**config.mk**
```make
export PLATFORM = sky130hd
export DESIGN_NAME = board_eval
export DESIGN_NICKNAME = d
export VERILOG_FILES = /design/src/rtl/board_eval.sv
export SDC_FILE = /design/constraint.sdc
export NUM_CORES = 1
export LEC_CHECK = 0
export BUFFER_PORTS_ARGS = -buffer_cell sky130_fd_sc_hd__buf_2
export CORE_MARGIN = 5
export CORE_UTILIZATION = 63
export DETAILED_ROUTE_END_ITERATION = 7
export PLACE_DENSITY = 0.86
export SETUP_SLACK_MARGIN = 0.5
export SLEW_MARGIN = 20
export SYNTH_ARGS = -nofsm -noshare
export SYNTH_HDL_FRONTEND = slang
export SYNTH_SLANG_ARGS = --single-unit
```
**constraint.sdc**
```tcl
create_clock -name clk -period 12.7 [get_ports clk]
set_input_delay 3.175 -clock clk [delete_from_list [all_inputs] [get_ports clk]]
set_output_delay 3.175 -clock clk [all_outputs]
set_load 0.005 [all_outputs]
```
**src/rtl/board_eval.sv**
```systemverilog
// board_eval: evaluates N consecutive 64-square boards held in memory and
// reports the best-scoring board for the selected side.
// Optional build macro: EVAL_CENTRE_BONUS_EN adds +/-1 per occupied centre square.
module board_eval (
  input  logic        clk,
  input  logic        rst,
  input  logic [3:0]  slave_address,
  input  logic        slave_read,
  input  logic        slave_write,
  input  logic [31:0] slave_writedata,
  output logic [31:0] slave_readdata,
  output logic        slave_waitrequest,
  output logic [31:0] master_address,
  output logic        master_read,
  input  logic [31:0] master_readdata,
  input  logic        master_readdatavalid,
  input  logic        master_waitrequest,
  output logic        master_write,
  output logic [31:0] master_writedata
);

  typedef enum logic [2:0] {IDLE, FETCH, WAIT_DATA, ACCUM, COMPARE, DONE} state_t;

  state_t             r_state;
  logic [31:0]        r_src;
  logic [31:0]        r_n;
  logic               r_side;
  logic [31:0]        r_board;
  logic [5:0]         r_sq;
  logic [31:0]        r_addr;
  logic               r_mread;
  logic signed [7:0]  r_piece;
  logic signed [15:0] r_score;
  logic [31:0]        r_best_idx;
  logic signed [15:0] r_best_score;

  logic               w_start;
  logic               w_done_read;
  logic               w_better;
  logic signed [15:0] w_delta;
  logic               w_unused_hi;

  // Material value of one piece code, signed by colour.
  function automatic logic signed [15:0] piece_value(input logic signed [7:0] code);
    logic [7:0]         mag;
    logic signed [15:0] v;
    mag = code[7] ? (8'd0 - $unsigned(code)) : $unsigned(code);
    if (mag >= 8'd1 && mag <= 8'd8)        v = 16'sd1;
    else if (mag >= 8'd9 && mag <= 8'd18)  v = 16'sd5;
    else if (mag >= 8'd19 && mag <= 8'd38) v = 16'sd3;
    else if (mag >= 8'd39 && mag <= 8'd47) v = 16'sd9;
    else if (mag == 8'd48)                 v = 16'sd100;
    else                                   v = 16'sd0;
    return code[7] ? -v : v;
  endfunction

`ifdef EVAL_CENTRE_BONUS_EN
  // Extra point for any piece standing on one of the four centre squares.
  function automatic logic signed [15:0] centre_bonus(input logic [5:0] sq,
                                                     input logic signed [7:0] code);
    if (code == 8'sd0) return 16'sd0;
    if (sq != 6'd27 && sq != 6'd28 && sq != 6'd35 && sq != 6'd36) return 16'sd0;
    return code[7] ? -16'sd1 : 16'sd1;
  endfunction
`endif

  assign master_address   = r_addr;
  assign master_read      = r_mread;
  assign master_write     = 1'b0;
  assign master_writedata = 32'd0;
  assign w_unused_hi      = ^master_readdata[31:8];

  assign w_start     = slave_write && (slave_address == 4'd0) && (r_state == IDLE);
  assign w_done_read = slave_read && (slave_address == 4'd0) && (r_state == DONE);
  assign slave_waitrequest = slave_read && (slave_address == 4'd0) && (r_state != DONE);

  // Per-square score contribution of the captured piece.
  always_comb begin
`ifdef EVAL_CENTRE_BONUS_EN
    w_delta = piece_value(r_piece) + centre_bonus(r_sq, r_piece);
`else
    w_delta = piece_value(r_piece);
`endif
  end

  // First board always wins; later boards must be strictly better so ties keep the lower index.
  always_comb begin
    w_better = (r_board == 32'd0) ||
               (r_side ? (r_score > r_best_score) : (r_score < r_best_score));
  end

  // Register read mux; reg 0 only yields data once the evaluation is done.
  always_comb begin
    slave_readdata = 32'd0;
    if (slave_read) begin
      case (slave_address)
        4'd0:    if (r_state == DONE) slave_readdata = r_best_idx;
        4'd1:    slave_readdata = r_src;
        4'd2:    slave_readdata = r_n;
        4'd3:    slave_readdata = {31'd0, r_side};
        4'd5:    slave_readdata = {{16{r_best_score[15]}}, r_best_score};
        default: slave_readdata = 32'd0;
      endcase
    end
  end

  // Configuration registers, writable only while idle.
  always_ff @(posedge clk or posedge rst) begin
    if (rst) begin
      r_src  <= 32'd0;
      r_n    <= 32'd0;
      r_side <= 1'b0;
    end else if (slave_write && r_state == IDLE) begin
      case (slave_address)
        4'd1:    r_src  <= slave_writedata;
        4'd2:    r_n    <= slave_writedata;
        4'd3:    r_side <= slave_writedata[0];
        default: ;
      endcase
    end
  end

  // Evaluation FSM: one outstanding byte read per square, address walks linearly across boards.
  always_ff @(posedge clk or posedge rst) begin
    if (rst) begin
      r_state      <= IDLE;
      r_mread      <= 1'b0;
      r_addr       <= 32'd0;
      r_board      <= 32'd0;
      r_sq         <= 6'd0;
      r_piece      <= 8'sd0;
      r_score      <= 16'sd0;
      r_best_idx   <= 32'hFFFF_FFFF;
      r_best_score <= 16'sd0;
    end else begin
      case (r_state)
        IDLE: begin
          if (w_start) begin
            r_board      <= 32'd0;
            r_sq         <= 6'd0;
            r_score      <= 16'sd0;
            r_best_idx   <= 32'hFFFF_FFFF;
            r_best_score <= 16'sd0;
            r_addr       <= r_src;
            if (r_n == 32'd0) begin
              r_state <= DONE;
            end else begin
              r_mread <= 1'b1;
              r_state <= FETCH;
            end
          end
        end
        FETCH: begin
          if (!master_waitrequest) begin
            r_mread <= 1'b0;
            r_state <= WAIT_DATA;
          end
        end
        WAIT_DATA: begin
          if (master_readdatavalid) begin
            r_piece <= $signed(master_readdata[7:0]);
            r_state <= ACCUM;
          end
        end
        ACCUM: begin
          r_score <= r_score + w_delta;
          r_addr  <= r_addr + 32'd1;
          if (r_sq == 6'd63) begin
            r_state <= COMPARE;
          end else begin
            r_sq    <= r_sq + 6'd1;
            r_mread <= 1'b1;
            r_state <= FETCH;
          end
        end
        COMPARE: begin
          if (w_better) begin
            r_best_idx   <= r_board;
            r_best_score <= r_score;
          end
          r_score <= 16'sd0;
          r_sq    <= 6'd0;
          if (r_board == r_n - 32'd1) begin
            r_state <= DONE;
          end else begin
            r_board <= r_board + 32'd1;
            r_mread <= 1'b1;
            r_state <= FETCH;
          end
        end
        DONE: begin
          if (w_done_read) r_state <= IDLE;
        end
        default: r_state <= IDLE;
      endcase
    end
  end

endmodule

```
After elaboration in Yosys (flattened, before gate mapping)

Index checks and enable logic that the tools add are counted.

Word-level logic and storage cells: 120
Flip-flop bits (word level): 211
Latch bits: 0
Output and inout port bits: 99
Memory bits (writable): 0
Memory bits (read-only): 0
Bits of input ports: 74
Memories: 0

Divide/modulo/power cells: 0
Add/sub/neg operators: 7
Equal/unequal tests: 21
Magnitude comparators: 10
Multiply operators: 0
Shifts and indexed selects: 0
Reduce and logical (&&, ||, !) cells: 30
Muxes and demuxes: 40
Bitwise gates (word level): 0

Operators with widths:

| kind                    | count |
|---|---|
| $mux W32                | 7 |
| $pmux W32 S2            | 3 |
| $pmux W32 S5            | 1 |
| $add A32 B1 Y32 const B | 2 |
| $logic_not A32 Y1       | 2 |
| $mux W16                | 3 |
| $pmux W16 S3            | 1 |
| $mux W7                 | 5 |
| $eq A32 B32 Y1          | 1 |
| $pmux W16 S2            | 1 |
| $sub A32 B1 Y32 const B | 1 |
| $mux W3                 | 7 |
| $pmux W3 S6             | 1 |
| $pmux W6 S3             | 1 |
| $add A16 B16 Y16        | 1 |
| $gt A16 B16 Y1          | 1 |
| $le A8 B6 Y1 const B    | 2 |
| $lt A16 B16 Y1          | 1 |
| $ne A2 B2 Y1 const B    | 8 |
| $neg A16 Y16            | 1 |
| $mux W6                 | 2 |
| $reduce_and A2 Y1       | 6 |
| $logic_and A1 B1 Y1     | 10 |
| $reduce_and A3 Y1       | 3 |
| other kinds (28)        | 37 |

Logic depth before layout (Yosys ltp)

Gate-level depths: netlist (run 1).

Depth after elaboration: 12
Gate-level depth with buffers: 24
Mapped depth without buffers: 23

Worst setup path before layout (run 1)

Ideal clock, no wire load.

Kind: input port to output port
Start: input port slave_address[1]
End: output port slave_readdata[21]
Arrival time: 5.018 ns
Stages on the path: 7
Path slack: 4.507 ns
Buffers on the path: 3
Cell sequence: clkbuf_1 -> nor4b_1 -> and2_0 -> clkbuf_1 -> clkbuf_1 -> a221oi_1 -> a21oi_1

Longest elaborated chain between the ends: 3
Elaborated cells on any way between the ends: 7
Those cells by class: eq/ne (4); mux (2); reduce/logical (1)

RTL lines:

| item                                 | RTL line | RTL |
|---|---|---|
| from (decl)                          | 7        | `input logic [3:0] slave_address,` |
| $eq A4 B3 Y1 (tied with other cells) | 96       | `case (slave_address)` |
| $pmux W32 S5 (*)                     | 96       |  |
| $mux W32 (*)                         | 95       | `if (slave_read) begin` |
| to (decl)                            | 11       | `output logic [31:0] slave_readdata,` |

Mark *: on every way between the ends. The rest lies on a longest branch, timed or not.

Worst setup path after layout (run 1)

Start: input port slave_address[0]
End: output port slave_readdata[17]

Same word-level chain as after synthesis.

==> flow_summary_export.csv, run 1 <==
group,metric,value,unit
outcome,status,"finished clean",
setup_path,critPathTopFamily,"simple AND/OR/NAND/NOR gates",
synthesis,syn-cell-area,0.0131,sq mm
routing,drt-total-wl,37700,microns
floorplanning,die-height,154,microns
timing,fin_crit,8.57,ns
timing,rsz0062_at_grt,"false",
routing,viasPerCell,6.67,
clock_tree,cts_resized,0,
synthesis,async_reset_ff_share,100,%
synthesis,synth_cell_type_count,80,
setup_path,crit_end,"slave_readdata[17]",
floorplanning,core-area,0.0203,sq mm
global_routing,use_met3,5.90,%
cells_and_area,layout_commonest_cell,"dfrtp_1",
setup_path,start_kind,"primary input",
cells_and_area,fin_util,70.6,%
timing,tns,0,ns
setup_path,cpPeakStageDelay,0.79,ns
power_and_ir_drop,power_density,243,mW/mm^2
cells_and_area,nNetsFinal,1587,
global_routing,grt_pass1_vias,11200,
setup_path,r2r-start,"r_piece[0]",
routing,dr.pass1.iters,8,
routing,ant_nets,0,
setup_path,path_class,"in2out",
synthesis,seq_area_frac_synth,40.7,%
synthesis,synth_top_area_share,34.3,%
clock_tree,hold_buffers,0,
power_and_ir_drop,fin_total_pwr,3.48,mW
clock_tree,path_clk_slew,0.06,ns
floorplanning,num_rows,52,
timing,hold_viol_final,0,
timing,max_freq,0.117,GHz
routing,dr.first_iter.drc_count,1133,
setup_path,crit_buf_inv,4,
synthesis,yosysWarnings,0,
clock_tree,post_cts.repair.setup_buffers,0,
floorplanning,ios,173,
cells_and_area,area_growth,9.78,%
cells_and_area,final_cell_mix,"dfrtp_1, nand2_1, buf_2, nor2_1, mux2_2",
setup_path,crit_cells,8,
setup_path,cp_max_fo,17,
cells_and_area,drive_gt1_share,20.5,%
routing,remaining_drc_errors,0,
min_path,hold_class,"reg2reg",
global_routing,grt_start_max_net_pins,139,
place,placedCellCount,1714,
setup_path,worst_ep_required_time,9.52,ns
global_routing,groute.usage.overall,31.0,%
synthesis,syn_avg_cell_area,9.27,sq um
clock_tree,cts_buffers,23,
global_routing,grt_pass1_wl,60000,microns
setup_path,cp_common_cell,"buf_2",
routing,wire_per_inst,21.5,microns
synthesis,syn_inst,1408,
timing,setup_viol,0,
clock_tree,cts_buffer_depth,3,
setup_path,crit_chain,"buf_2, inv_1, nor4b_2, buf_4, and2_0, a221oi_1, a21oi_1, buf_2",
setup_path,cp-end-kind,"output pin",
timing,final_max_slew_viol_count,0,
clock_tree,clkLatencyLatePin,0.52,ns
floorplanning,die_w,154,microns
synthesis,synthTopCellsByArea,"dfrtp_1, dfstp_2, mux2_2",
setup_path,rr_endpoint,"r_score[15]",
flow_run,max-cap-violations,0,
floorplanning,die_area,0.0237,sq mm
timing,tightest_slew,1.12,ns
cells_and_area,diodes,0,
synthesis,synth_area_leader_cell,"dfrtp_1",
setup_path,crit_slowest_cell,"and2_0",
setup_path,arrival,5.40,ns
global_routing,grt_overflow_total,0,
timing,hold_ws,0.502,ns
clock_tree,cts_tree,"done",
synthesis,ys_seq_elements,211,
power_and_ir_drop,leakagePower,6.44,nW
timing,slew-limit-headroom,25.0,%
clock_tree,clockRootBuffer,"clkbuf_16",
clock_tree,cts-htree-levels,1,
synthesis,synth-edff-count,0,
synthesis,synthFlopType,"dfrtp_1",
routing,via_count,11700,
place,dp_hpwl,26200,microns
clock_tree,clock-sinks,211,
global_routing,antenna_found_initial,0,
place,port_buffers,115,
place,place_congestion,0.922,
global_routing,grt.met1_usage,42.4,%
timing,worst_clock_skew,0.0176,ns
cells_and_area,final_cell_count_no_fill,1756,
power_and_ir_drop,ir_drop,181,uV
floorplanning,start_util,64.3,%
global_routing,grt.busiest_layer,"met2",
global_routing,met2_usage,48.9,%
setup_path,rr_worst_depth,19,
timing,fin_crit_sh,67.5,%
setup_path,crit_start,"slave_address[0]",
setup_path,ff2ff_setup_slack,6.90,ns
-- layer usage --
layer	up-vias	part of all wire, %
met4	0	4.1
met2	695	46
met5	-	0
li1	5213	-
met3	101	9.9
met1	5709	40
-- how the worst min path moves through the flow --
stage | start | endpoint | cells after the start
after detailed placement | r_best_idx[12] | r_best_idx[12] | 1
after global placement | r_best_idx[22] | r_best_idx[22] | 1
final | r_best_idx[12] | r_best_idx[12] | 1
after global routing | r_best_idx[1] | r_best_idx[1] | 1
after CTS | r_best_idx[12] | r_best_idx[12] | 1
after floorplan | r_src[5] | master_address[5] | 2
-- sequential cells by signal, indices dropped and copies added (netlist names) --
register	count
r_best_score	16
r_side	1
master_read	1
r_best_idx	32
r_piece	8
r_sq	6
master_address	32
r_board	32
r_src	32
r_n	32
r_state	3
r_score	16
-- metrics by stage --
step	cell area (sq um)	setup WS (ns)
after CTS	14300	4.21
after floorplan	13200	3.81
after global placement	13600	4.31
after global routing	14300	4.03
after detailed placement	13600	4.24
final	14300	4.13
-- Yosys cell counts, types with 32 or more instances --
library cell	count
nand2_1	152
buf_4	34
nand3_1	44
xnor2_1	32
dfstp_2	32
o21ai_0	63
nor2_1	92
inv_1	47
ha_1	43
clkbuf_1	79
nor3_1	40
a21oi_1	72
dfrtp_1	179
xor2_1	35
mux2_2	74
-- report_power, final --
part | switching (mW) | leakage [nW] | internal, mW
clock | 0.275 | 0.346 | 0.371
sequential | 0.375 | 2.65 | 0.940
combinational | 0.823 | 3.45 | 0.694
total | 1.47 | 6.44 | 2.00
-- final cells by class --
cell class              count  area, sq um
fillers                  1525         5970
clock buffers              38          692
inverters                  47          184
multi-input cells        1055         7080
clock inverters             4         28.8
repair buffers            131          696
flip-flops and latches    211         5320
well taps                 270          338
-- cells by family after synthesis --
logic type                 synth area share, %
muxes                                     7.69
other                                   0.0287
adders and majority gates                 4.27
buffers and inverters                     6.19
DFF                                       40.7
xor gates and xnor gates                  4.49
and+or+nand+nor                           19.3
AOI/OAI and AO/OA                         17.3
Power figures use the tool's default switching activity.
==> inputs of run 2 (changes only) <==
- CORE_UTILIZATION: 63 -> 53
- PLACE_DENSITY: 0.86 -> 0.77
- clock period: 12.7 -> 7.6 ns (I/O delays scaled with it)
==> flow_summary_export.csv, run 2 (same netlist as run 1, synthesis figures left out) <==
group,metric,value,unit
routing,viasPerCell,6.32,
clock_tree,clock-sinks,211,
global_routing,groute.usage.overall,25.4,%
routing,via_count,11500,
floorplanning,ios,173,
cells_and_area,nNetsFinal,1590,
routing,ant_nets,0,
setup_path,cp_max_fo,17,
global_routing,grt_pass1_wl,58400,microns
place,port_buffers,115,
clock_tree,cts_resized,0,
clock_tree,clockRootBuffer,"clkbuf_16",
setup_path,cp_common_cell,"buf_2",
routing,dr.pass1.iters,6,
setup_path,cpPeakStageDelay,0.78,ns
timing,final_max_slew_viol_count,0,
floorplanning,die_w,167,microns
floorplanning,num_rows,57,
clock_tree,cts_buffer_depth,3,
setup_path,path_class,"in2out",
floorplanning,die_area,0.0279,sq mm
timing,tightest_slew,1.09,ns
floorplanning,die-height,167,microns
outcome,status,"finished clean",
place,place_area,0.0137,sq mm
place,place_congestion,0.935,
timing,rsz0062_at_grt,"false",
routing,wire_per_inst,20.4,microns
cells_and_area,area_growth,11.2,%
floorplanning,core-area,0.0243,sq mm
global_routing,grt_pass1_vias,10800,
clock_tree,hold_buffers,0,
setup_path,arrival,4.07,ns
timing,fin_crit,5.97,ns
routing,remaining_drc_errors,0,
power_and_ir_drop,power_density,406,mW/mm^2
timing,fin_ws,1.63,ns
place,dp_hpwl,26200,microns
global_routing,grt_start_max_net_pins,188,
clock_tree,cts_buffers,24,
cells_and_area,diodes,0,
min_path,hold_class,"reg2reg",
cells_and_area,fin_area,0.0145,sq mm
clock_tree,cts-htree-levels,1,
routing,dr.first_iter.drc_count,1220,
clock_tree,cts_tree,"done",
place,post-place-ws,1.77,ns
cells_and_area,drive_gt1_share,20.6,%
clock_tree,path_clk_slew,0.06,ns
timing,tns,0,ns
cells_and_area,fillers,2059,
clock_tree,clkLatencyLatePin,0.53,ns
timing,hold_viol_final,0,
power_and_ir_drop,leakagePower,6.50,nW
setup_path,start_kind,"primary input",
flow_run,max-cap-violations,0,
timing,slew-limit-headroom,27.3,%
clock_tree,post_cts.repair.setup_buffers,0,
setup_path,crit_slowest_cell,"and2_0",
timing,max_freq,0.167,GHz
global_routing,antenna_found_initial,0,
floorplanning,start_util,53.7,%
timing,fin_crit_sh,78.6,%
setup_path,ff2ff_setup_slack,1.67,ns
timing,worst_clock_skew,0.0255,ns
setup_path,cp-end-kind,"output pin",
power_and_ir_drop,ir_drop,296,uV
cells_and_area,final_cell_mix,"dfrtp_1, nand2_1, buf_2, nor2_1, mux2_2",
routing,drt-total-wl,37000,microns
cells_and_area,layout_commonest_cell,"dfrtp_1",
timing,setup_viol,0,
global_routing,grt_overflow_total,0,
setup_path,crit_chain,"buf_2, inv_1, nor4b_2, buf_4, and2_0, a221oi_1, a21oi_1, buf_2",
setup_path,worst_ep_required_time,5.70,ns
run 2: worst max-delay path, delay by kind of cell:
family / cells / cell delay, ns
buffers and inverters: 4 / 0.66
and+or+nand+nor: 2 / 1.06
AOI/OAI and AO/OA: 2 / 0.44
run 2: final timing paths:
path | from | cells past startpoint | endpoint
setup / recovery | slave_address[0] | 8 | slave_readdata[17]
hold / removal | r_best_idx[10] | 1 | r_best_idx[10]
setup reg to reg | r_piece[0] | 19 | r_score[15]
hold reg to reg | r_best_idx[10] | 1 | r_best_idx[10]
max in group asynchronous | rst | 4 | r_best_idx[7]
min in group asynchronous | rst | 2 | master_address[27]
run 2: metal layers:
| layer | GRT usage, % | routed length, microns | vias up |
|---|---|---|---|
| li1 | - | - | 5215 |
| met1 | 34.6 | 15400 | 5672 |
| met2 | 41.3 | 17600 | 493 |
| met4 | 8.64 | 1210 | 0 |
| met5 | 0 | 0 | - |
| met3 | 4.55 | 2840 | 81 |
run 2: power breakdown:
| part | switching (mW) | internal [mW] | total, mW | leakage (nW) |
|---|---|---|---|---|
| Combinational | 1.35 | 1.16 | 2.51 | 3.46 |
| Sequential | 0.626 | 1.57 | 2.20 | 2.65 |
| Clock | 0.470 | 0.714 | 1.18 | 0.390 |
| Total | 2.45 | 3.44 | 5.89 | 6.50 |
run 2: layout make-up:
cell class                 instances  area [sq um]  area share [%]
multi-input combinational       1055          7070            48.7
tap                              324           405            2.79
sequential                       211          5320            36.6
clock buffer                      38           714            4.92
clock inverter                     6          88.8           0.612
timing repair buffer             133           743            5.12
inverter                          47           180            1.24
run 2: stage by stage:
| step | power [mW] | util [%] | std cells | hold WS (ns) |
|---|---|---|---|---|
| final | 5.89 | 59.7 | 1814 | 0.503 |
| after global routing | 6.30 | 59.7 | 1814 | 0.508 |
| after CTS | 5.87 | 59.6 | 1813 | 0.503 |
| after detailed placement | 4.66 | 56.3 | 1769 | 0.493 |
| after global placement | 4.53 | 56.3 | 1769 | 0.492 |
| after floorplan | 3.99 | - | 1440 | 0.465 |
==> inputs of run 3 (changes only) <==
- ABC_AREA: unset -> 1
- CORE_UTILIZATION: 53 -> 60
- PLACE_DENSITY: 0.77 -> 0.82
- clock period: 7.6 -> 5.5 ns (I/O delays scaled with it)
==> flow_summary_export.csv, run 3 <==
group,metric,value,unit
timing,hold_viol_final,0,
routing,dr.pass1.iters,6,
floorplanning,die_w,166,microns
setup_path,start_kind,"primary input",
routing,ant_nets,0,
timing,fin_crit_sh,84.1,%
timing,max_freq,0.216,GHz
routing,via_count,14300,
synthesis,syn-cell-area,0.0146,sq mm
power_and_ir_drop,p_sw,3.74,mW
clock_tree,post_cts.repair.setup_buffers,0,
min_path,hold_class,"reg2reg",
cells_and_area,final_cell_count_no_fill,2465,
power_and_ir_drop,p_clk_share,20.2,%
global_routing,grt_start_max_net_pins,150,
cells_and_area,area_growth,10.5,%
cells_and_area,diodes,0,
setup_path,crit_slowest_cell,"nor2_2",
floorplanning,die-height,166,microns
place,port_buffers,115,
power_and_ir_drop,pwr-share-seq,33.9,%
timing,hold_ws,0.487,ns
cells_and_area,fin_util,66.9,%
clock_tree,hold_buffers,0,
setup_path,path_class,"in2out",
routing,dr.first_iter.drc_count,1759,
power_and_ir_drop,power_density,508,mW/mm^2
clock_tree,cts-htree-levels,1,
routing,viasPerCell,5.78,
power_and_ir_drop,ir_drop,382,uV
setup_path,cpPeakStageDelay,0.45,ns
setup_path,critPathTopFamily,"simple AND/OR/NAND/NOR gates",
cells_and_area,drive_gt1_share,15.5,%
setup_path,cp-end-kind,"output pin",
timing,tightest_slew,0.873,ns
clock_tree,clkLatencyLatePin,0.53,ns
routing,drt-total-wl,43900,microns
routing,wire_per_inst,17.8,microns
power_and_ir_drop,leakagePower,7.51,nW
clock_tree,path_clk_slew,0.06,ns
timing,worst_clock_skew,0.0181,ns
synthesis,synthTopCellsByArea,"dfrtp_1, nand2_1, inv_1",
synthesis,ys_seq_elements,211,
synthesis,yosysWarnings,0,
synthesis,synth-edff-count,0,
synthesis,seq_area_frac_synth,36.5,%
global_routing,grt_pass1_wl,69900,microns
setup_path,worst_ep_required_time,4.12,ns
timing,final_max_slew_viol_count,0,
clock_tree,clockRootBuffer,"clkbuf_16",
setup_path,crit_buf_inv,4,
synthesis,synth_most_common_cell,"nand2_1",
synthesis,synth_cell_type_count,54,
synthesis,synthFlopType,"dfrtp_1",
place,dp_hpwl,32600,microns
synthesis,synth_area_leader_cell,"dfrtp_1",
floorplanning,ios,173,
setup_path,cp_max_fo,10,
clock_tree,cts_buffer_depth,3,
clock_tree,cts_buffers,24,
global_routing,grt_overflow_total,0,
timing,fin_crit,4.62,ns
timing,tns,0,ns
flow_run,max-cap-violations,0,
cells_and_area,nNetsFinal,2241,
synthesis,syn_inst,2040,
cells_and_area,fillers,2169,
setup_path,crit_chain,"buf_2, nand2_1, nor3_1, inv_1, nor2_2, inv_1, o21ai_0, a211oi_1, nor2_1, buf_2",
power_and_ir_drop,p_comb_share,45.9,%
global_routing,grt_pass1_vias,13200,
clock_tree,cts_tree,"done",
timing,setup_viol,0,
synthesis,synth_top_area_share,30.7,%
place,place_congestion,0.968,
floorplanning,start_util,60.5,%
power_and_ir_drop,intPower,4.45,mW
setup_path,arrival,3.25,ns
power_and_ir_drop,sw_frac_of_total,45.7,%
floorplanning,core-area,0.0241,sq mm
global_routing,groute.usage.overall,30.7,%
floorplanning,die_area,0.0275,sq mm
place,placedCellCount,2419,
synthesis,synthTopCellsByCount,"nand2_1, inv_1, nor2_1",
clock_tree,clock-sinks,211,
synthesis,async_reset_ff_share,100,%
global_routing,antenna_found_initial,0,
power_and_ir_drop,fin_total_pwr,8.19,mW
timing,slew-limit-headroom,41.8,%
timing,rsz0062_at_grt,"false",
floorplanning,num_rows,57,
synthesis,syn_avg_cell_area,7.15,sq um
cells_and_area,final_cell_mix,"nand2_1, inv_1, nor2_1, dfrtp_1, o21ai_0",
cells_and_area,layout_commonest_cell,"nand2_1",
outcome,status,"finished clean",
routing,remaining_drc_errors,0,
==> run 3: changes by cell type in the layout (fill, tap and decap cells not counted), moves of 22 or more <==
cell     previous run  this run
o21ai_2             2        29
nand2_2             0        32
nor2_1             92       228
xnor2_1            32        10
xor2_1             35        65
o22ai_1             5        37
nand2_1           152       469
nand3_1            43       128
o22a_1             25         0
mux2_2             74         0
inv_1              46       245
o21ai_0            63       138
==> run 3: area by class of cell <==
type	instances	area [sq um]	area share (%)
Clock buffer	35	692	4.29
Clock inverter	9	111	0.691
Inverter	262	987	6.13
Multi-Input combinational cell	1488	7830	48.6
Sequential cell	211	5320	33.0
Tap cell	324	405	2.52
Timing Repair Buffer	136	771	4.78
==> run 3: tightest hold or removal path, cell delays in order (launching register included) <==
cell and delay [ns]:
dfstp_2 0.36, nand3_1 0.07, nand2_1 0.05
==> run 3: cell families (layout without fill, tap and decap cells) <==
group | count (synthesis) | count (layout) | share of synthesized area [%]
and+or+nand+nor | 997 | 997 | 30.0
AOI/OAI and AO/OA | 338 | 338 | 14.1
xor gates and xnor gates | 76 | 76 | 4.66
adders and majority gates | 44 | 44 | 3.83
buffers and inverters | 373 | 442 | 10.9
DFF | 211 | 211 | 36.5
other | 1 | 33 | 0.0257
==> run 3: metrics by stage <==
stage | area [sq um] | setup WS (ns)
2_1_floorplan | 14700 | 1.41
3_5_place_dp | 15300 | 0.908
3_3_place_gp | 15300 | 0.937
5_1_grt | 16100 | 0.508
6_report | 16100 | 0.877
4_1_cts | 16100 | 0.881
==> run 3: worst paths after layout <==
check                           slack [ns]              from  depth (start not counted)                  to
min in group asynchronous             1.06               rst                          3     r_best_score[2]
worst max register to register        0.91        r_piece[1]                         27         r_score[14]
max in group asynchronous             3.70               rst                          3          r_piece[7]
worst min register to register        0.49    r_best_idx[30]                          2      r_best_idx[30]
worst min-delay path                  0.49    r_best_idx[30]                          2      r_best_idx[30]
worst max-delay path                  0.88  slave_address[0]                         10  slave_readdata[23]
==> run 3: routing by layer <==
metal | share of wire (%) | GRT usage [%] | vias up
li1 | - | - | 6753
met1 | 43 | 44.3 | 6728
met2 | 46 | 48.6 | 698
met3 | 9.4 | 5.40 | 79
met4 | 2.3 | 7.17 | 0
met5 | 0 | 0 | -
==> run 3: repair_timing <==
item	in CTS	in global routing
gates resized for setup	0	2
hold endpoints to repair	0	0
endpoints found under the setup margin	0	5
==> run 3: power groups by stage <==
stage	Sequential [mW]	Clock, mW	Combinational (mW)
after floorplan	2.57	0	2.68
after global placement	2.75	0	3.49
after detailed placement	2.76	0	3.63
after CTS	2.75	1.65	3.67
after global routing	2.83	1.73	4.24
final	2.78	1.65	3.76
